==> config.mk <==
export PLATFORM = sky130hd
export DESIGN_NAME = apb_alu_regif_flat
export DESIGN_NICKNAME = d
export VERILOG_FILES = /design/src/rtl/apb_alu_regif_pkg.sv /design/src/rtl/apb_alu_regif_if.sv /design/src/rtl/apb_alu_regif_engine.sv /design/src/rtl/apb_alu_regif.sv /design/src/flat_wrapper.sv
export SDC_FILE = /design/constraint.sdc
export NUM_CORES = 1
export LEC_CHECK = 0
export CORE_AREA = 2 2 86 149
export CTS_CLUSTER_SIZE = 30
export DETAILED_ROUTE_END_ITERATION = 8
export DIE_AREA = 0 0 88 151
export PLACE_DENSITY = 0.82
export SLEW_MARGIN = 20
export SYNTH_ARGS = -nofsm -noshare
export SYNTH_HDL_FRONTEND = slang
export SYNTH_HIERARCHICAL = 1
export SYNTH_SLANG_ARGS = --single-unit
==> constraint.sdc <==
create_clock -name i_clk -period 6.4 [get_ports i_clk]
set_clock_uncertainty 0.05 [all_clocks]
set_input_delay 1.6 -clock i_clk [delete_from_list [all_inputs] [get_ports i_clk]]
set_output_delay 1.6 -clock i_clk [all_outputs]
set_load 0.01 [all_outputs]
==> src/rtl/apb_alu_regif_pkg.sv <==
// Shared definitions for the APB ALU front-end: register map, command set,
// engine states, STATUS bit positions and per-command latency.
package alu_regif_pkg;

    localparam logic [31:0] ADDR_OPA    = 32'h00;
    localparam logic [31:0] ADDR_OPB    = 32'h04;
    localparam logic [31:0] ADDR_CTRL   = 32'h08;
    localparam logic [31:0] ADDR_RESULT = 32'h0C;
    localparam logic [31:0] ADDR_STATUS = 32'h10;

    localparam int CTRL_START_BIT  = 8;
    localparam int CTRL_IRQ_EN_BIT = 9;

    localparam int ST_BUSY    = 0;
    localparam int ST_DONE    = 1;
    localparam int ST_CMD_ERR = 2;
    localparam int ST_CARRY   = 3;
    localparam int ST_ZERO    = 4;
    localparam int ST_EQUAL   = 5;
    localparam int ST_GREATER = 6;
    localparam int ST_LESS    = 7;

    typedef enum logic [3:0] {
        CMD_ADD   = 4'd0,
        CMD_SUB   = 4'd1,
        CMD_AND   = 4'd2,
        CMD_OR    = 4'd3,
        CMD_XOR   = 4'd4,
        CMD_NOT_A = 4'd5,
        CMD_INC_A = 4'd6,
        CMD_DEC_A = 4'd7,
        CMD_MUL   = 4'd8,
        CMD_CMP   = 4'd9
    } alu_cmd_e;

    typedef enum logic {
        IDLE = 1'b0,
        EXEC = 1'b1
    } eng_state_e;

    function automatic logic cmd_is_valid(input logic [3:0] cmd);
        return cmd <= 4'd9;
    endfunction

    function automatic logic [1:0] cmd_latency(input alu_cmd_e cmd);
        return (cmd == CMD_MUL) ? 2'd3 : 2'd1;
    endfunction

endpackage

==> src/rtl/apb_alu_regif_if.sv <==
// APB slave bus plus the level interrupt of the ALU front-end.
interface apb_alu_regif_if #(
    parameter int AW = 5
);
    logic          psel;
    logic          penable;
    logic          pwrite;
    logic [AW-1:0] paddr;
    logic [31:0]   pwdata;
    logic [31:0]   prdata;
    logic          pready;
    logic          pslverr;
    logic          irq;

    modport master (
        output psel, penable, pwrite, paddr, pwdata,
        input  prdata, pready, pslverr, irq
    );

    modport slave (
        input  psel, penable, pwrite, paddr, pwdata,
        output prdata, pready, pslverr, irq
    );
endinterface

==> src/rtl/apb_alu_regif_engine.sv <==
// ALU compute engine: captures operands on start, counts down the command
// latency, then publishes RESULT and flags with a sticky done.
//
//   state | meaning
//   IDLE  | waiting for start; done/flags hold last outcome
//   EXEC  | operation in flight, r_cnt counts down to 0
module alu_regif_engine
    import alu_regif_pkg::*;
#(
    parameter int DW = 8
) (
    input  logic          i_clk,
    input  logic          i_rst,
    input  logic          i_start,
    input  logic [3:0]    i_cmd,
    input  logic [DW-1:0] i_opa,
    input  logic [DW-1:0] i_opb,
    input  logic          i_clr_done,
    output logic          o_busy,
    output logic          o_done,
    output logic          o_cmd_err,
    output logic          o_carry,
    output logic          o_zero,
    output logic          o_equal,
    output logic          o_greater,
    output logic          o_less,
    output logic [2*DW-1:0] o_result
);
    localparam int RW = 2 * DW;

    eng_state_e    r_state;
    logic [1:0]    r_cnt;
    logic [DW-1:0] r_a;
    logic [DW-1:0] r_b;
    alu_cmd_e      r_op;
    logic          r_done;
    logic          r_cmd_err;
    logic          r_carry;
    logic          r_zero;
    logic          r_equal;
    logic          r_greater;
    logic          r_less;
    logic [RW-1:0] r_result;

    logic [DW:0]   w_ext;
    logic [RW-1:0] w_res;
    logic          w_carry;
    logic          w_eq;
    logic          w_gt;
    logic          w_lt;

    // w_ext carries the DW-bit result plus carry/borrow; logic ops leave bit DW at 0.
    always_comb begin
        w_ext = '0;
        w_eq  = 1'b0;
        w_gt  = 1'b0;
        w_lt  = 1'b0;
        case (r_op)
            CMD_ADD:   w_ext = {1'b0, r_a} + {1'b0, r_b};
            CMD_SUB:   w_ext = {1'b0, r_a} - {1'b0, r_b};
            CMD_AND:   w_ext = {1'b0, r_a & r_b};
            CMD_OR:    w_ext = {1'b0, r_a | r_b};
            CMD_XOR:   w_ext = {1'b0, r_a ^ r_b};
            CMD_NOT_A: w_ext = {1'b0, ~r_a};
            CMD_INC_A: w_ext = {1'b0, r_a} + (DW+1)'(1);
            CMD_DEC_A: w_ext = {1'b0, r_a} - (DW+1)'(1);
            CMD_CMP: begin
                w_eq = (r_a == r_b);
                w_gt = (r_a > r_b);
                w_lt = (r_a < r_b);
            end
            default: ;
        endcase
        w_carry = w_ext[DW];
        if (r_op == CMD_MUL) begin
            w_res = RW'(r_a) * RW'(r_b);
        end else begin
            w_res = RW'(w_ext);
        end
    end

    always_ff @(posedge i_clk or posedge i_rst) begin
        if (i_rst) begin
            r_state   <= IDLE;
            r_cnt     <= '0;
            r_a       <= '0;
            r_b       <= '0;
            r_op      <= CMD_ADD;
            r_done    <= 1'b0;
            r_cmd_err <= 1'b0;
            r_carry   <= 1'b0;
            r_zero    <= 1'b0;
            r_equal   <= 1'b0;
            r_greater <= 1'b0;
            r_less    <= 1'b0;
            r_result  <= '0;
        end else begin
            // A completion on the same edge overrides this clear below.
            if (i_clr_done) begin
                r_done <= 1'b0;
            end
            case (r_state)
                IDLE: begin
                    if (i_start) begin
                        r_done    <= 1'b0;
                        r_cmd_err <= 1'b0;
                        r_carry   <= 1'b0;
                        r_zero    <= 1'b0;
                        r_equal   <= 1'b0;
                        r_greater <= 1'b0;
                        r_less    <= 1'b0;
                        if (cmd_is_valid(i_cmd)) begin
                            r_a     <= i_opa;
                            r_b     <= i_opb;
                            r_op    <= alu_cmd_e'(i_cmd);
                            r_cnt   <= cmd_latency(alu_cmd_e'(i_cmd)) - 2'd1;
                            r_state <= EXEC;
                        end else begin
                            r_done    <= 1'b1;
                            r_cmd_err <= 1'b1;
                            r_result  <= '0;
                        end
                    end
                end
                EXEC: begin
                    if (r_cnt == 2'd0) begin
                        r_result  <= w_res;
                        r_carry   <= w_carry;
                        r_zero    <= (w_res == '0);
                        r_equal   <= w_eq;
                        r_greater <= w_gt;
                        r_less    <= w_lt;
                        r_done    <= 1'b1;
                        r_state   <= IDLE;
                    end else begin
                        r_cnt <= r_cnt - 2'd1;
                    end
                end
                default: r_state <= IDLE;
            endcase
        end
    end

    assign o_busy    = (r_state == EXEC);
    assign o_done    = r_done;
    assign o_cmd_err = r_cmd_err;
    assign o_carry   = r_carry;
    assign o_zero    = r_zero;
    assign o_equal   = r_equal;
    assign o_greater = r_greater;
    assign o_less    = r_less;
    assign o_result  = r_result;

endmodule

==> src/rtl/apb_alu_regif.sv <==
// APB register front-end for the ALU: address decode, operand/control
// registers, error responses and RESULT read stretching while busy.
module apb_alu_regif
    import alu_regif_pkg::*;
#(
    parameter int DW = 8,
    parameter int AW = 5
) (
    input  logic           i_clk,
    input  logic           i_rst,
    apb_alu_regif_if.slave s_apb
);
    logic [DW-1:0] r_opa;
    logic [DW-1:0] r_opb;
    logic [3:0]    r_cmd;
    logic          r_irq_en;

    logic [31:0]     w_addr;
    logic            w_access;
    logic            w_sel_opa;
    logic            w_sel_opb;
    logic            w_sel_ctrl;
    logic            w_sel_res;
    logic            w_sel_sts;
    logic            w_mapped;
    logic            w_ready;
    logic            w_xfer;
    logic            w_err;
    logic            w_wr_ok;
    logic            w_start;
    logic            w_clr_done;
    logic [31:0]     w_rdata;
    logic [31:0]     w_status;
    logic            w_unused_pwdata;

    logic            w_busy;
    logic            w_done;
    logic            w_cmd_err;
    logic            w_carry;
    logic            w_zero;
    logic            w_equal;
    logic            w_greater;
    logic            w_less;
    logic [2*DW-1:0] w_result;

    assign w_addr     = {{(32-AW){1'b0}}, s_apb.paddr[AW-1:0]};
    assign w_access   = s_apb.psel & s_apb.penable;
    assign w_sel_opa  = (w_addr == ADDR_OPA);
    assign w_sel_opb  = (w_addr == ADDR_OPB);
    assign w_sel_ctrl = (w_addr == ADDR_CTRL);
    assign w_sel_res  = (w_addr == ADDR_RESULT);
    assign w_sel_sts  = (w_addr == ADDR_STATUS);
    assign w_mapped   = w_sel_opa | w_sel_opb | w_sel_ctrl | w_sel_res | w_sel_sts;

    // Only a RESULT read during an operation waits; it completes with the new value.
    assign w_ready = ~(w_access & ~s_apb.pwrite & w_sel_res & w_busy);
    assign w_xfer  = w_access & w_ready;

    always_comb begin
        if (s_apb.pwrite) begin
            w_err = ~w_mapped | w_sel_res | w_sel_sts
                  | (w_sel_ctrl & s_apb.pwdata[CTRL_START_BIT] & w_busy);
        end else begin
            w_err = ~w_mapped;
        end
    end

    assign w_wr_ok    = w_xfer & s_apb.pwrite & ~w_err;
    assign w_start    = w_wr_ok & w_sel_ctrl & s_apb.pwdata[CTRL_START_BIT];
    assign w_clr_done = w_xfer & ~s_apb.pwrite & w_sel_sts;

    always_ff @(posedge i_clk or posedge i_rst) begin
        if (i_rst) begin
            r_opa    <= '0;
            r_opb    <= '0;
            r_cmd    <= '0;
            r_irq_en <= 1'b0;
        end else if (w_wr_ok) begin
            if (w_sel_opa) begin
                r_opa <= s_apb.pwdata[DW-1:0];
            end
            if (w_sel_opb) begin
                r_opb <= s_apb.pwdata[DW-1:0];
            end
            if (w_sel_ctrl) begin
                r_cmd    <= s_apb.pwdata[3:0];
                r_irq_en <= s_apb.pwdata[CTRL_IRQ_EN_BIT];
            end
        end
    end

    alu_regif_engine #(.DW(DW)) u_engine (
        .i_clk      (i_clk),
        .i_rst      (i_rst),
        .i_start    (w_start),
        .i_cmd      (s_apb.pwdata[3:0]),
        .i_opa      (r_opa),
        .i_opb      (r_opb),
        .i_clr_done (w_clr_done),
        .o_busy     (w_busy),
        .o_done     (w_done),
        .o_cmd_err  (w_cmd_err),
        .o_carry    (w_carry),
        .o_zero     (w_zero),
        .o_equal    (w_equal),
        .o_greater  (w_greater),
        .o_less     (w_less),
        .o_result   (w_result)
    );

    always_comb begin
        w_status             = '0;
        w_status[ST_BUSY]    = w_busy;
        w_status[ST_DONE]    = w_done;
        w_status[ST_CMD_ERR] = w_cmd_err;
        w_status[ST_CARRY]   = w_carry;
        w_status[ST_ZERO]    = w_zero;
        w_status[ST_EQUAL]   = w_equal;
        w_status[ST_GREATER] = w_greater;
        w_status[ST_LESS]    = w_less;
    end

    always_comb begin
        w_rdata = '0;
        if (w_sel_opa) begin
            w_rdata = 32'(r_opa);
        end else if (w_sel_opb) begin
            w_rdata = 32'(r_opb);
        end else if (w_sel_ctrl) begin
            w_rdata[3:0]            = r_cmd;
            w_rdata[CTRL_IRQ_EN_BIT] = r_irq_en;
        end else if (w_sel_res) begin
            w_rdata = 32'(w_result);
        end else if (w_sel_sts) begin
            w_rdata = w_status;
        end
    end

    assign s_apb.prdata  = (w_xfer & ~s_apb.pwrite) ? w_rdata : 32'h0;
    assign s_apb.pready  = w_ready;
    assign s_apb.pslverr = w_xfer & w_err;
    assign s_apb.irq     = w_done & r_irq_en;

    assign w_unused_pwdata = ^{s_apb.pwdata[31:10], s_apb.pwdata[7:4]};

endmodule

==> src/flat_wrapper.sv <==
// flat-port wrapper written by rule: the top's interface ports become plain ports
module apb_alu_regif_flat import alu_regif_pkg::*;
#(
    parameter int DW = 8,
    parameter int AW = 5
)
  (i_clk, i_rst, s_apb_psel, s_apb_penable, s_apb_pwrite, s_apb_paddr, s_apb_pwdata, s_apb_prdata, s_apb_pready, s_apb_pslverr, s_apb_irq);
  apb_alu_regif_if #(.AW(AW)) s_apb_i ();
  input  logic i_clk;
  input  logic i_rst;
  input wire logic [$bits(s_apb_i.psel)-1:0] s_apb_psel;
  input wire logic [$bits(s_apb_i.penable)-1:0] s_apb_penable;
  input wire logic [$bits(s_apb_i.pwrite)-1:0] s_apb_pwrite;
  input wire logic [$bits(s_apb_i.paddr)-1:0] s_apb_paddr;
  input wire logic [$bits(s_apb_i.pwdata)-1:0] s_apb_pwdata;
  output wire logic [$bits(s_apb_i.prdata)-1:0] s_apb_prdata;
  output wire logic [$bits(s_apb_i.pready)-1:0] s_apb_pready;
  output wire logic [$bits(s_apb_i.pslverr)-1:0] s_apb_pslverr;
  output wire logic [$bits(s_apb_i.irq)-1:0] s_apb_irq;
  assign s_apb_i.psel = s_apb_psel;
  assign s_apb_i.penable = s_apb_penable;
  assign s_apb_i.pwrite = s_apb_pwrite;
  assign s_apb_i.paddr = s_apb_paddr;
  assign s_apb_i.pwdata = s_apb_pwdata;
  assign s_apb_prdata = s_apb_i.prdata;
  assign s_apb_pready = s_apb_i.pready;
  assign s_apb_pslverr = s_apb_i.pslverr;
  assign s_apb_irq = s_apb_i.irq;
  apb_alu_regif #(.DW(DW), .AW(AW)) u_core (.i_clk(i_clk), .i_rst(i_rst), .s_apb(s_apb_i));
endmodule
==> results by group <==
Logic synthesis
  • Post-Synth XOR/XNOR Area: approximately 3.2%
  • Largest cells by area after synthesis: dfrtp_1, ha_1, fa_1, nor2_1, inv_1
  • #FFs+latches synth: 67
  • Largest family of logic cells by synthesized area: adder cells
  • Synth area leader: dfrtp_1
  • Cells after Synth: 788
  • Simple logic cell fraction of the synthesized area: 19.38%
  • Compound-Gate Fraction of Synth Area: about 17%
  • Sequential element share of the synthesized area: 24.54%
  • Post-Synthesis Cell Area: between 6000 and 7000 um2
  • Most frequent cell after synthesis: nor2_1
  • Post-synth top area share: 24.54%
  • Ys Warns: 6
  • Post-Synth Adder-Cell Area: 23.77%
  • Synthesized area per cell: 8.669 um2
  • FFs w/ async S/R, synth: 100.0%
  • Post-synth EDFFs: 0
  • Post-synthesis cell type count: a little under 80
  • Top cells by instance count after synthesis: nor2_1, ha_1, inv_1, nand2_1, dfrtp_1
  • Post-synthesis mux area share: 4.048%
  • Synth Flop Type: dfrtp_1

Power
  • Sequential share of power: 16.6%
  • Pwr/cell area: 382.9 nW/um2
  • Pleak: 3.384 nW
  • Sw frac: 47.79%
  • Power, Total: 2.925 mW
  • Clock network power share: 17.4%
  • Net Sw Power: 1.398 mW
  • Logic pwr share: 66.0%
  • Internal power: 1.527 mW
  • Worst VDD drop: 0.2782 mV

STA
  • RSZ-0062 raised after global routing: false
  • Hold Slack: 0.4424 ns
  • Crit share post-route: 88.85%
  • Tmin final: 5.686 ns
  • Worst setup margin: 0.7139 ns
  • Setup violators final: 0
  • Slew Viols, Final: 0
  • Slew headroom: 31.87%
  • Setup_tns: 0 ns
  • Final Hold Viols: 0
  • Max frequency: 175.9 MHz
  • Worst-Margin Slew: 1.008 ns

Route
  • Drt drc: 0
  • Wire per inst: 20.97 um
  • Vias/cell: slightly above 6
  • ANT nets after route: 0
  • Drt total wl: 20790 um
  • Drt initial violations: 509
  • Routed vias: 6135
  • Iteration count of the initial detailed-routing pass: 5

Die
  • Std cell rows: 53
  • Core area: between 10000 and 15000 um2
  • Die area: roughly 13000 um2
  • Initial core utilization: 56.92%
  • Num ports: 77
  • Die H: 151 um
  • Die X: 88 um

GRT
  • Number of global-route vias before repair: a little over 6000
  • Largest net degree at the start of global routing: 47
  • Total global routing overflow: 0
  • Initial antenna violation count: 0
  • Global Route Usage Sum: 32.90%
  • First-pass GRT wire length: between 30000 and 40000 um

Final layout
  • Finished Cell Area: 7640 um2
  • Layout Utilization: 63.65%
  • ANT cells: 0
  • Fillers: 1019
  • Cell Count, Final, Fillers Out: 991
  • Share of layout cells above drive strength 1: 8.717%
  • Area grow syn2layout: 11.83%
  • Fin nets: 970

CTS
  • Post-CTS Setup Inserts: 0
  • Worst-Skew Late Latency: 0.34 ns
  • Cts repair resizes: 0
  • CTS tree: built
  • Root buf cell: clkbuf_16
  • Clock slew at the register clock pins of the worst setup and hold paths: 0.06 ns
  • CTS Buf Count: 9
  • Number of buffers added to fix hold violations after cts: 0
  • Clk buf depth: 2
  • CTS Sinks: 67
  • H-tree depth: 3

Setup path
  • CP Capture Type: flop
  • Crit path required time: 6.60 ns
  • R2R cell count: 17
  • Critical R2R Capture: u_core/u_engine/o_zero
  • Crit start category: flop
  • Worst r2r src: u_core/u_engine/r_a[2]
  • R2r setup slk: 0.71 ns
  • CP Max Fanout: 8
  • WP data arrival: roughly 5.9 ns
  • Kind of critical path: reg -> reg

Job
  • Max_cap viols: 0

Place
  • Placed inst area: 7331 um2
  • IO buf count: 38
  • DP HPWL: 16470 um
  • RePlAce Congestion: 0.9620
  • Pre-CTS setup slack: 0.8373 ns
  • Placed cell count: between 900 and 1000

Worst hold path
  • Type of the most critical hold path: reg -> reg
  • WHS Path Cells: 2
  • Hold path start: u_core/u_engine/o_result[14]
  • Hold Path End: u_core/u_engine/o_result[14]

Status
  • Status: finished, final reports clean
==> placed cells by master (no fill, tap or decap), drive strengths merged, types with 10 or more instances in the layout <==
master         instances
ha                    69
nor3                  19
inv                   73
fa                    38
nand2                 70
nor2b                 16
conb                  16
and2                  11
nor2                  88
o21ai                 51
dfrtp                 67
a21oi                 38
xor2                  10
clkinv                13
clkdlybuf4s50         38
xnor2                 15
mux2                  21
==> flip-flops by register name (all words and copies together) (netlist names) <==
name / count
u_core/u_engine/o_done: 1
u_core/u_engine/r_b: 8
u_core/u_engine/o_cmd_err: 1
u_core/u_engine/o_zero: 1
u_core/u_engine/o_greater: 1
u_core/u_engine/r_a: 8
u_core/u_engine/o_busy: 1
u_core/u_engine/o_carry: 1
u_core/r_cmd: 4
u_core/u_engine/r_cnt: 2
u_core/u_engine/o_equal: 1
u_core/u_engine/o_less: 1
u_core/u_engine/o_result: 16
u_core/r_opa: 8
u_core/r_irq_en: 1
u_core/r_opb: 8
u_core/u_engine/r_op: 4
==> worst max-delay path by stage <==
| stage | from | endpoint | cells after the start |
|---|---|---|---|
| floorplan | u_core/u_engine/r_a[1] | u_core/u_engine/o_zero | 17 |
| global placement | u_core/u_engine/r_a[2] | u_core/u_engine/o_zero | 17 |
| detailed placement | u_core/u_engine/r_a[2] | u_core/u_engine/o_zero | 17 |
| CTS | u_core/u_engine/r_a[2] | u_core/u_engine/o_zero | 17 |
| global route | u_core/u_engine/r_a[3] | u_core/u_engine/o_zero | 17 |
| finish | u_core/u_engine/r_a[2] | u_core/u_engine/o_zero | 17 |
==> cell families after synthesis <==
family,after synthesis
AO/OA/AOI/OAI,176
XOR/XNOR,25
adder cells (fa/ha/maj),107
buffers and inverters,121
flip-flops,67
multiplexers,25
other,1
AND/OR/NAND/NOR,266
==> layer usage <==
layer  global-route usage (%)  vias to the layer above  routed length [um]
met1                    33.37                     2942                6970
met5                        0                        -                   0
li1                         -                     2772                   -
met2                    58.11                      308               10920
met4                    28.00                        0                1960
met3                    3.706                      113                 939
==> power groups by stage <==
| stage | Combinational, mW | Sequential, mW | Clock [mW] |
|---|---|---|---|
| global placement | 1.86 | 0.489 | 0 |
| global route | 2.13 | 0.487 | 0.534 |
| detailed placement | 1.90 | 0.490 | 0 |
| finish | 1.93 | 0.485 | 0.510 |
| CTS | 1.92 | 0.483 | 0.514 |
| floorplan | 1.41 | 0.472 | 0 |
==> worst max-delay path, stage by stage, from the launching register on <==
cell and delay [ns]:
dfrtp_1 0.57, clkinv_1 0.43, nor2_1 0.26, fa_1 0.47, fa_1 0.52, fa_1 0.55
inv_1 0.05, fa_1 0.54, inv_1 0.05, ha_1 0.32, nor3_1 0.07, nor3b_1 0.36
a41oi_1 0.22, a21oi_1 0.21, xnor2_1 0.13, a2111oi_0 0.40, nand4b_1 0.18, o31ai_2 0.20
==> final cells by class <==
cell class	count	area [um2]	share of cell area [%]
Multi-Input combinational cell	615	4698	61.50
Sequential cell	67	1677	21.95
Timing Repair Buffer	47	447.9	5.863
Inverter	81	304.0	3.980
Clock buffer	9	225.2	2.948
Tap cell	165	206.4	2.702
Clock inverter	7	81.33	1.065
Power figures use the tool's default switching activity.
